$ cat src/rtl/keypad_scan_encoder.sv
// 4x4 matrix keypad scanner: synchronises the row inputs, walks the columns,
// debounces press and release, and encodes the accepted key into a 4-bit code.
module keypad_scan_encoder #(
    parameter int unsigned SCAN_DIV = 1000,
    parameter int unsigned DEBOUNCE = 50000
) (
    input  logic       clk,
    input  logic       rst_n,
    input  logic [3:0] row_n,
    output logic [3:0] col_n,
    output logic [3:0] key_code,
    output logic       key_valid,
    output logic       key_held
);

    localparam int unsigned MAX_CNT = (SCAN_DIV > DEBOUNCE) ? SCAN_DIV : DEBOUNCE;
    localparam int unsigned CW      = $clog2(MAX_CNT) + 1;
    localparam logic [CW-1:0] SCAN_LAST = CW'(SCAN_DIV - 1);
    localparam logic [CW-1:0] DEB_LAST  = CW'(DEBOUNCE - 1);

    typedef enum logic [1:0] {
        SCAN     = 2'd0,
        DEB      = 2'd1,
        HELD     = 2'd2,
        RELEASE  = 2'd3
    } state_t;

    state_t        state_q, state_d;
    logic [CW-1:0] cnt_q, cnt_d;
    logic [1:0]    col_idx_q, col_idx_d;
    logic [1:0]    row_q, row_d;
    logic [1:0]    col_q, col_d;
    logic [3:0]    sync1_q, sync1_d;
    logic [3:0]    sync2_q, sync2_d;
    logic [3:0]    key_code_q, key_code_d;
    logic          key_valid_q, key_valid_d;
    logic          key_held_q, key_held_d;

    logic [3:0]    rows_s;
    logic          row_high;

    function automatic logic [3:0] map_key(input logic [1:0] r, input logic [1:0] c);
        logic [3:0] code;
        case ({r, c})
            4'b00_00: code = 4'h1;
            4'b00_01: code = 4'h2;
            4'b00_10: code = 4'h3;
            4'b00_11: code = 4'hA;
            4'b01_00: code = 4'h4;
            4'b01_01: code = 4'h5;
            4'b01_10: code = 4'h6;
            4'b01_11: code = 4'hB;
            4'b10_00: code = 4'h7;
            4'b10_01: code = 4'h8;
            4'b10_10: code = 4'h9;
            4'b10_11: code = 4'hC;
            4'b11_00: code = 4'hE;
            4'b11_01: code = 4'h0;
            4'b11_10: code = 4'hF;
            default:  code = 4'hD;
        endcase
        return code;
    endfunction

    assign rows_s    = sync2_q;
    assign row_high  = rows_s[row_q];
    assign col_n     = ~(4'b0001 << col_idx_q);
    assign key_code  = key_code_q;
    assign key_valid = key_valid_q;
    assign key_held  = key_held_q;

    always_comb begin
        sync1_d     = row_n;
        sync2_d     = sync1_q;
        state_d     = state_q;
        cnt_d       = cnt_q;
        col_idx_d   = col_idx_q;
        row_d       = row_q;
        col_d       = col_q;
        key_code_d  = key_code_q;
        key_valid_d = 1'b0;
        key_held_d  = key_held_q;

        case (state_q)
            SCAN: begin
                if (cnt_q == SCAN_LAST) begin
                    cnt_d = '0;
                    if (rows_s != 4'hF) begin
                        // Lowest-index low row wins when several are pressed
                        if (!rows_s[0])      row_d = 2'd0;
                        else if (!rows_s[1]) row_d = 2'd1;
                        else if (!rows_s[2]) row_d = 2'd2;
                        else                 row_d = 2'd3;
                        col_d   = col_idx_q;
                        state_d = DEB;
                    end else begin
                        col_idx_d = col_idx_q + 2'd1;
                    end
                end else begin
                    cnt_d = cnt_q + 1'b1;
                end
            end
            DEB: begin
                if (row_high) begin
                    state_d   = SCAN;
                    cnt_d     = '0;
                    col_idx_d = col_idx_q + 2'd1;
                end else if (cnt_q == DEB_LAST) begin
                    state_d     = HELD;
                    cnt_d       = '0;
                    key_code_d  = map_key(row_q, col_q);
                    key_valid_d = 1'b1;
                    key_held_d  = 1'b1;
                end else begin
                    cnt_d = cnt_q + 1'b1;
                end
            end
            HELD: begin
                if (row_high) begin
                    state_d = RELEASE;
                    cnt_d   = '0;
                end
            end
            default: begin
                // A bounce back to low returns to HELD without a new accept
                if (!row_high) begin
                    state_d = HELD;
                    cnt_d   = '0;
                end else if (cnt_q == DEB_LAST) begin
                    state_d    = SCAN;
                    cnt_d      = '0;
                    key_held_d = 1'b0;
                    col_idx_d  = col_idx_q + 2'd1;
                end else begin
                    cnt_d = cnt_q + 1'b1;
                end
            end
        endcase
    end

    always_ff @(posedge clk or negedge rst_n) begin
        if (!rst_n) begin
            state_q     <= SCAN;
            cnt_q       <= '0;
            col_idx_q   <= 2'd0;
            row_q       <= 2'd0;
            col_q       <= 2'd0;
            sync1_q     <= 4'hF;
            sync2_q     <= 4'hF;
            key_code_q  <= 4'h0;
            key_valid_q <= 1'b0;
            key_held_q  <= 1'b0;
        end else begin
            state_q     <= state_d;
            cnt_q       <= cnt_d;
            col_idx_q   <= col_idx_d;
            row_q       <= row_d;
            col_q       <= col_d;
            sync1_q     <= sync1_d;
            sync2_q     <= sync2_d;
            key_code_q  <= key_code_d;
            key_valid_q <= key_valid_d;
            key_held_q  <= key_held_d;
        end
    end

endmodule

$ cat config.mk
export PLATFORM = sky130hd
export DESIGN_NAME = keypad_scan_encoder
export DESIGN_NICKNAME = d
export VERILOG_FILES = /design/src/rtl/keypad_scan_encoder.sv
export SDC_FILE = /design/constraint.sdc
export NUM_CORES = 1
export LEC_CHECK = 0
export CAP_MARGIN = 20
export CORE_ASPECT_RATIO = 0.75
export CORE_MARGIN = 4
export CORE_UTILIZATION = 60
export CTS_BUF_LIST = sky130_fd_sc_hd__clkbuf_8
export DETAILED_ROUTE_END_ITERATION = 10
export PLACE_DENSITY = 0.78
export SLEW_MARGIN = 20
export SYNTH_ARGS = -nofsm -noshare
export SYNTH_HDL_FRONTEND = slang
export SYNTH_SLANG_ARGS = --single-unit
export TNS_END_PERCENT = 1
$ cat constraint.sdc
create_clock -name clk -period 5.1 [get_ports clk]
set_input_delay 1.275 -clock clk [delete_from_list [all_inputs] [get_ports clk]]
set_output_delay 1.275 -clock clk [all_outputs]
set_load 0.01 [all_outputs]
==> results of run 1 <==
[cells in the mapped netlist (3+ instances only)]
library cell	count
ha_1	15
o21ai_0	13
a22oi_1	3
dfrtp_1	31
nand4_1	6
a21o_1	5
inv_1	16
nand2_1	22
mux2_1	3
dfstp_2	8
or3_1	5
clkbuf_1	5
and3_1	4
nand3_1	8
nor2_1	18
a21oi_1	3
xnor2_1	9
a211oi_1	3
nor4_1	5
nor3_1	4
xor2_1	3
[layout make-up]
type	instances	area, um^2
Clock inverter	3	63.8
Clock buffer	5	68.8
Fill cell	255	896
Inverter	16	60.1
Tap cell	50	62.6
Multi-Input combinational cell	157	1130
Timing Repair Buffer	16	158
Sequential cell	39	986
[routing by layer]
layer / share of wire [%] / GRT usage (%) / vias to the layer above / wire length [um]
li1: - / - / 801 / -
met1: 51 / 27.3 / 803 / 2100
met2: 43 / 30.4 / 41 / 1780
met3: 5.1 / 4.15 / 5 / 209
met4: 0.95 / 6.73 / 0 / 39
met5: 0 / 0 / - / 0
[final timing paths]
check / slack (ns) / to / cells past startpoint
min reg2reg: 0.36 / rows_s[0] / 0
max reg2reg: 2.65 / cnt_q[4] / 5
max in group asynchronous: 3.34 / sync1_q[1] / 2
max: 2.23 / col_n[2] / 4
min: 0.36 / rows_s[0] / 0
min in group asynchronous: 1.42 / cnt_q[14] / 2
[worst reg2reg max path, stage by stage (launching register included)]
cell and delay, ns:
dfrtp_1 0.55, mux4_2 0.65, nand2b_4 0.19, or3_1 0.45, a2111oi_2 0.39, a311o_1 0.17
[state kept, by name (all words and copies together) (netlist names), 2 cells and up, named ones only]
| register | count |
|---|---|
| sync1_q | 4 |
| row_q | 2 |
| cnt_q | 17 |
| rows_s | 4 |
| key_code | 4 |
| col_q | 2 |
| col_idx_q | 2 |
[kinds of logic after synthesis]
| logic type | count (synthesis) | share of synthesized area (%) |
|---|---|---|
| AOI/OAI and AO/OA | 33 | 11.2 |
| adders and majority gates | 15 | 8.43 |
| DFF | 39 | 44.3 |
| buffers and inverters | 25 | 5.00 |
| and+or+nand+nor | 91 | 22.9 |
| muxes | 6 | 3.43 |
| xor gates and xnor gates | 12 | 4.72 |
[through the flow]
step / instance area, um^2 / worst slack, ns / cells / hold slack [ns]
after global placement: 2390 / 2.57 / 278 / 0.347
final: 2530 / 2.23 / 286 / 0.358
after floorplan: 2230 / 2.94 / 221 / 0.345
after global routing: 2530 / 2.12 / 286 / 0.364
after detailed placement: 2390 / 2.53 / 278 / 0.347
after CTS: 2530 / 2.20 / 286 / 0.358
[power by group through the flow]
stage                     clock [mW]  combinational (mW)  sequential (mW)
after floorplan                    0             0.00280            0.322
after global placement             0              0.0132            0.322
after detailed placement           0              0.0137            0.322
after CTS                      0.302              0.0138            0.316
after global routing           0.316              0.0151            0.317
final                          0.295              0.0133            0.317
==> results.cfg, run 1 <==
[setup_path]
slowest_delay_ns = 0.53
worst_ep_required_time_ns = 3.83
end_kind = primary output
worst_path_dominant_cell_family = buffers and inverters
worstSetupStartpoint = col_idx_q[0]
cp_slowest_cell = clkdlybuf4s50_1
rr_startpoint = row_q[0]
crit_top_cell = inv_1
startpoint_type = flip-flop
critPathKind = flip-flop to primary output
cp_max_fo = 4
crit_chain = inv_1 > ha_1 > inv_1 > clkdlybuf4s50_1
crit_buf_inv = 3
cp.arrival_ns = 1.60

[floorplanning]
die_h_um = 60.8
io_pins = 16
start_util_pct = 65.0
row_count = 18
die_area_um2 = 4760
fp.dieW_um = 78.3
core_um2 = 3420

[grt]
grt_overflow = 0
antenna_found_initial = 0
grt.total_usage_pct = 19.4
grt_pass1_wl_um = 7100
grt_pass1_vias = 1554
grt_max_degree = 40

[power]
power.switching_mw = 0.111
intPower_mw = 0.514
swShare_pct = 17.7
p_comb_share_pct = 2.1
clockPowerShare_pct = 47.2
leakage_nw = 1.08
p_total_mw = 0.624
vdd.ir_drop.worst_v = 0.000215
p_per_area_nw_per_um2 = 247
p_seq_share_pct = 50.7

[min_path]
min_from = sync1_q[0]
hold_path.class = flip-flop to flip-flop

[cells_and_area]
syn2layout_area_growth_pct = 13.5
layout_common_cells = 31 x dfrtp_1, 22 x nand2_1, 18 x nor2_1
final_common_cell = dfrtp_1
drive_gt1_share_pct = 11.4
antenna_cells = 0
final_util_pct = 73.8
layout.nets = 256

[sta]
max_freq_ghz = 0.348
tightest_slew_ns = 0.719
layout_min_cycle_time_ns = 2.87
hold_viol_final = 0
rsz0062_at_grt = no
clock_skew_ns = 0.00505
finalCritPeriodShare_pct = 56.4
fin_tns_setup_ns = 0
finalSetupViolCount = 0
relSlewSlack_pct = 51.7
drv_slew = 0

[place]
place_hpwl_um = 3100
port_buffers = 15
gp_congestion = 0.915

[logic_synthesis]
synth_edf_count = 0
synthesis.nets = 242
synth_top_area_share_pct = 34.9
syn_inst = 221
syn_avg_cell_area_um2 = 10.1
synth_seq_area_share_pct = 44.3
syn_area_um2 = 2230
async_flop_share_pct = 100
synth_top_cell_by_area = dfrtp_1
synth_seq_cells = 39
yosys_most_used_dff = dfrtp_1
netlist_top_cells_area = dfrtp_1 35%, dfstp_2 9.4%, ha_1 8.4%
synth_warnings = 0
yosysUniqueCellTypes = 46

[status]
status = completed

[route]
num_vias = 1650
wirelength_um = 4130
drt-wirelength-per-cell_um = 14.4
vias_per_cell = 5.77
firstDrtPassIters = 4
final_antenna_net_count = 0
drc = 0
drt-initial-drc-count = 97

[clocking]
clk_latency_ns = 0.29
cts_root_buf = clkbuf_8
cts_setup_buffers = 0
post_cts_resized = 0
cts_sinks = 39
cts_max_level = 2
cts_hold_repair.buffers = 0
clock_path_buffers = 2
cts_buffers = 5
cts_tree = built
clkTransAtPathRegs_ns = 0.07

[flow_run]
maxCapViolCount = 0
Note: power is estimated with default switching activity, not from simulation.
==> inputs of run 2 (changes only) <==
CORE_UTILIZATION = 55   (was 60)
PLACE_DENSITY = 0.75   (was 0.78)
clock period = 2.46 ns   (was 5.1 ns; I/O delays follow)
==> run 2 against run 1 <==
  * Critical endpoint is now col_idx_q[1]
  * Total power rose by 86%
  * Final area increased by 0.25%
  * Utilization fell by 6.8 points
  * Count of clock-buffer cells in the layout increased by 2
  * Critical path depth up 1
  * Sequential power increased by 110%
  * First-iteration DRC count rose by 87%
  * Cell count grew 2.4%
  * Non-clock buffer count grew 5
  * Via count fell by 2.9%
  * Global-route usage shrank 0.35 points
  * Register-to-register slack got worse by 2.5 ns
==> results.cfg, run 2 (synthesized netlist as in run 1, its figures left out) <==
[clocking]
cts_sinks = 39
cts_tree = built
cts_buffers = 5
clkTransAtPathRegs_ns = 0.08
cts_hold_repair.buffers = 0
clock_path_buffers = 2
post_cts_resized = 0
cts_root_buf = clkbuf_8
cts_setup_buffers = 0
cts_max_level = 2
clk_latency_ns = 0.29

[floorplanning]
die_h_um = 63.1
row_count = 19
fp.dieW_um = 81.5
start_util_pct = 58.9
die_area_um2 = 5140
io_pins = 16
core_um2 = 3780

[cells_and_area]
syn2layout_area_growth_pct = 13.8
regMostFlops = cnt_q
layout_common_cells = 31 x dfrtp_1, 22 x nand2_1, 18 x nor2_1
layout.nets = 261
largest_reg_flops = 17
final_common_cell = dfrtp_1
antenna_cells = 0
drive_gt1_share_pct = 14.1
final_util_pct = 67.0
layoutNonFillerInstCount = 293
final_area_um2 = 2530

[route]
wirelength_um = 4260
vias_per_cell = 5.47
drt-initial-drc-count = 181
num_vias = 1602
drc = 0
drt-wirelength-per-cell_um = 14.5
final_antenna_net_count = 0
firstDrtPassIters = 4

[grt]
antenna_found_initial = 0
grt_pass1_wl_um = 7530
grt_overflow = 0
grt.total_usage_pct = 19.0
grt_pass1_vias = 1534
grt_max_degree = 40

[setup_path]
reg2reg_to = col_idx_q[1]
cp.arrival_ns = 2.45
critPathKind = flip-flop to flip-flop
rr_startpoint = cnt_q[10]
end_kind = flip-flop
reg2reg_slack_ns = 0.18
worst_ep_required_time_ns = 2.63
startpoint_type = flip-flop
cp_max_fo = 5
r2r_cells = 5

[sta]
finalSetupViolCount = 0
drv_slew = 0
tightest_slew_ns = 0.847
layout_min_cycle_time_ns = 2.28
rsz0062_at_grt = no
finalCritPeriodShare_pct = 92.7
max_freq_ghz = 0.439
relSlewSlack_pct = 43.6
hold_viol_final = 0
clock_skew_ns = 0.00743
layout_setup_ws_ns = 0.180
fin_tns_setup_ns = 0
fin_hold_ws_ns = 0.357

[place]
gp_congestion = 0.807
placed_cell_area_um2 = 2430
dp.cells = 285
preCtsSetupSlack_ns = 0.216
port_buffers = 15
place_hpwl_um = 3120

[power]
vdd.ir_drop.worst_v = 0.000304
p_per_area_nw_per_um2 = 458
leakage_nw = 1.09
p_total_mw = 1.16

[min_path]
hold_path.class = flip-flop to flip-flop
min_from = sync1_q[1]
whs_path_depth = 0
hold_path_end = rows_s[1]

[flow_run]
maxCapViolCount = 0

[status]
status = completed
run 2: cell count changes in the layout (fill, tap and decap cells not counted):
cell,change
o21ai_1,-1
buf_4,+5
buf_2,+1
clkdlybuf4s50_1,-1
bufinv_16,-2
clkbuf_8,+2
inv_1,-1
clkinvlp_4,+1
o21ai_0,+1
run 2: routing by layer:
layer | vias up | share of wire (%) | track usage (%) | routed length, um
met4 | 0 | 1.3 | 5.49 | 54
met3 | 7 | 6.1 | 5.27 | 259
met5 | - | 0 | 0 | 0
met1 | 746 | 51 | 30.1 | 2180
li1 | 811 | - | - | -
met2 | 38 | 41 | 24.9 | 1770
run 2: area by class of cell:
| cell class | count | area [um^2] |
|---|---|---|
| Inverter | 16 | 60.1 |
| Sequential cell | 39 | 986 |
| Multi-Input combinational cell | 157 | 1130 |
| Tap cell | 52 | 65.1 |
| Fill cell | 300 | 1250 |
| Timing Repair Buffer | 21 | 190 |
| Clock buffer | 7 | 96.3 |
| Clock inverter | 1 | 7.51 |
run 2: worst max-delay path by stage:
stage               startpoint           end  slack, ns  cells past startpoint
floorplan            cnt_q[10]      key_held       0.30                      4
global route         cnt_q[12]  col_idx_q[1]       0.04                      5
detailed placement   cnt_q[12]  col_idx_q[1]       0.22                      5
CTS                  cnt_q[10]  col_idx_q[1]       0.17                      5
finish               cnt_q[10]  col_idx_q[1]       0.18                      5
global placement     cnt_q[12]      cnt_q[4]       0.24                      5
run 2: report_power, final:
part	switching [mW]	internal, mW	total [mW]
logic	0.0163	0.00964	0.0259
registers	0.00350	0.653	0.656
clock network	0.223	0.255	0.478
run 2: critical path, stage by stage, from the launching register on:
cell and delay, ns:
dfrtp_1 0.42, or4_4 0.60, nor4_4 0.42, or3_1 0.17, nand4_1 0.18, mux2_1 0.37
==> inputs of run 3 (changes only) <==
CTS_CLUSTER_SIZE = 14   (was default)
==> results of run 3 <==
The final DEF is identical to that of run 2; final timing and power are the same.
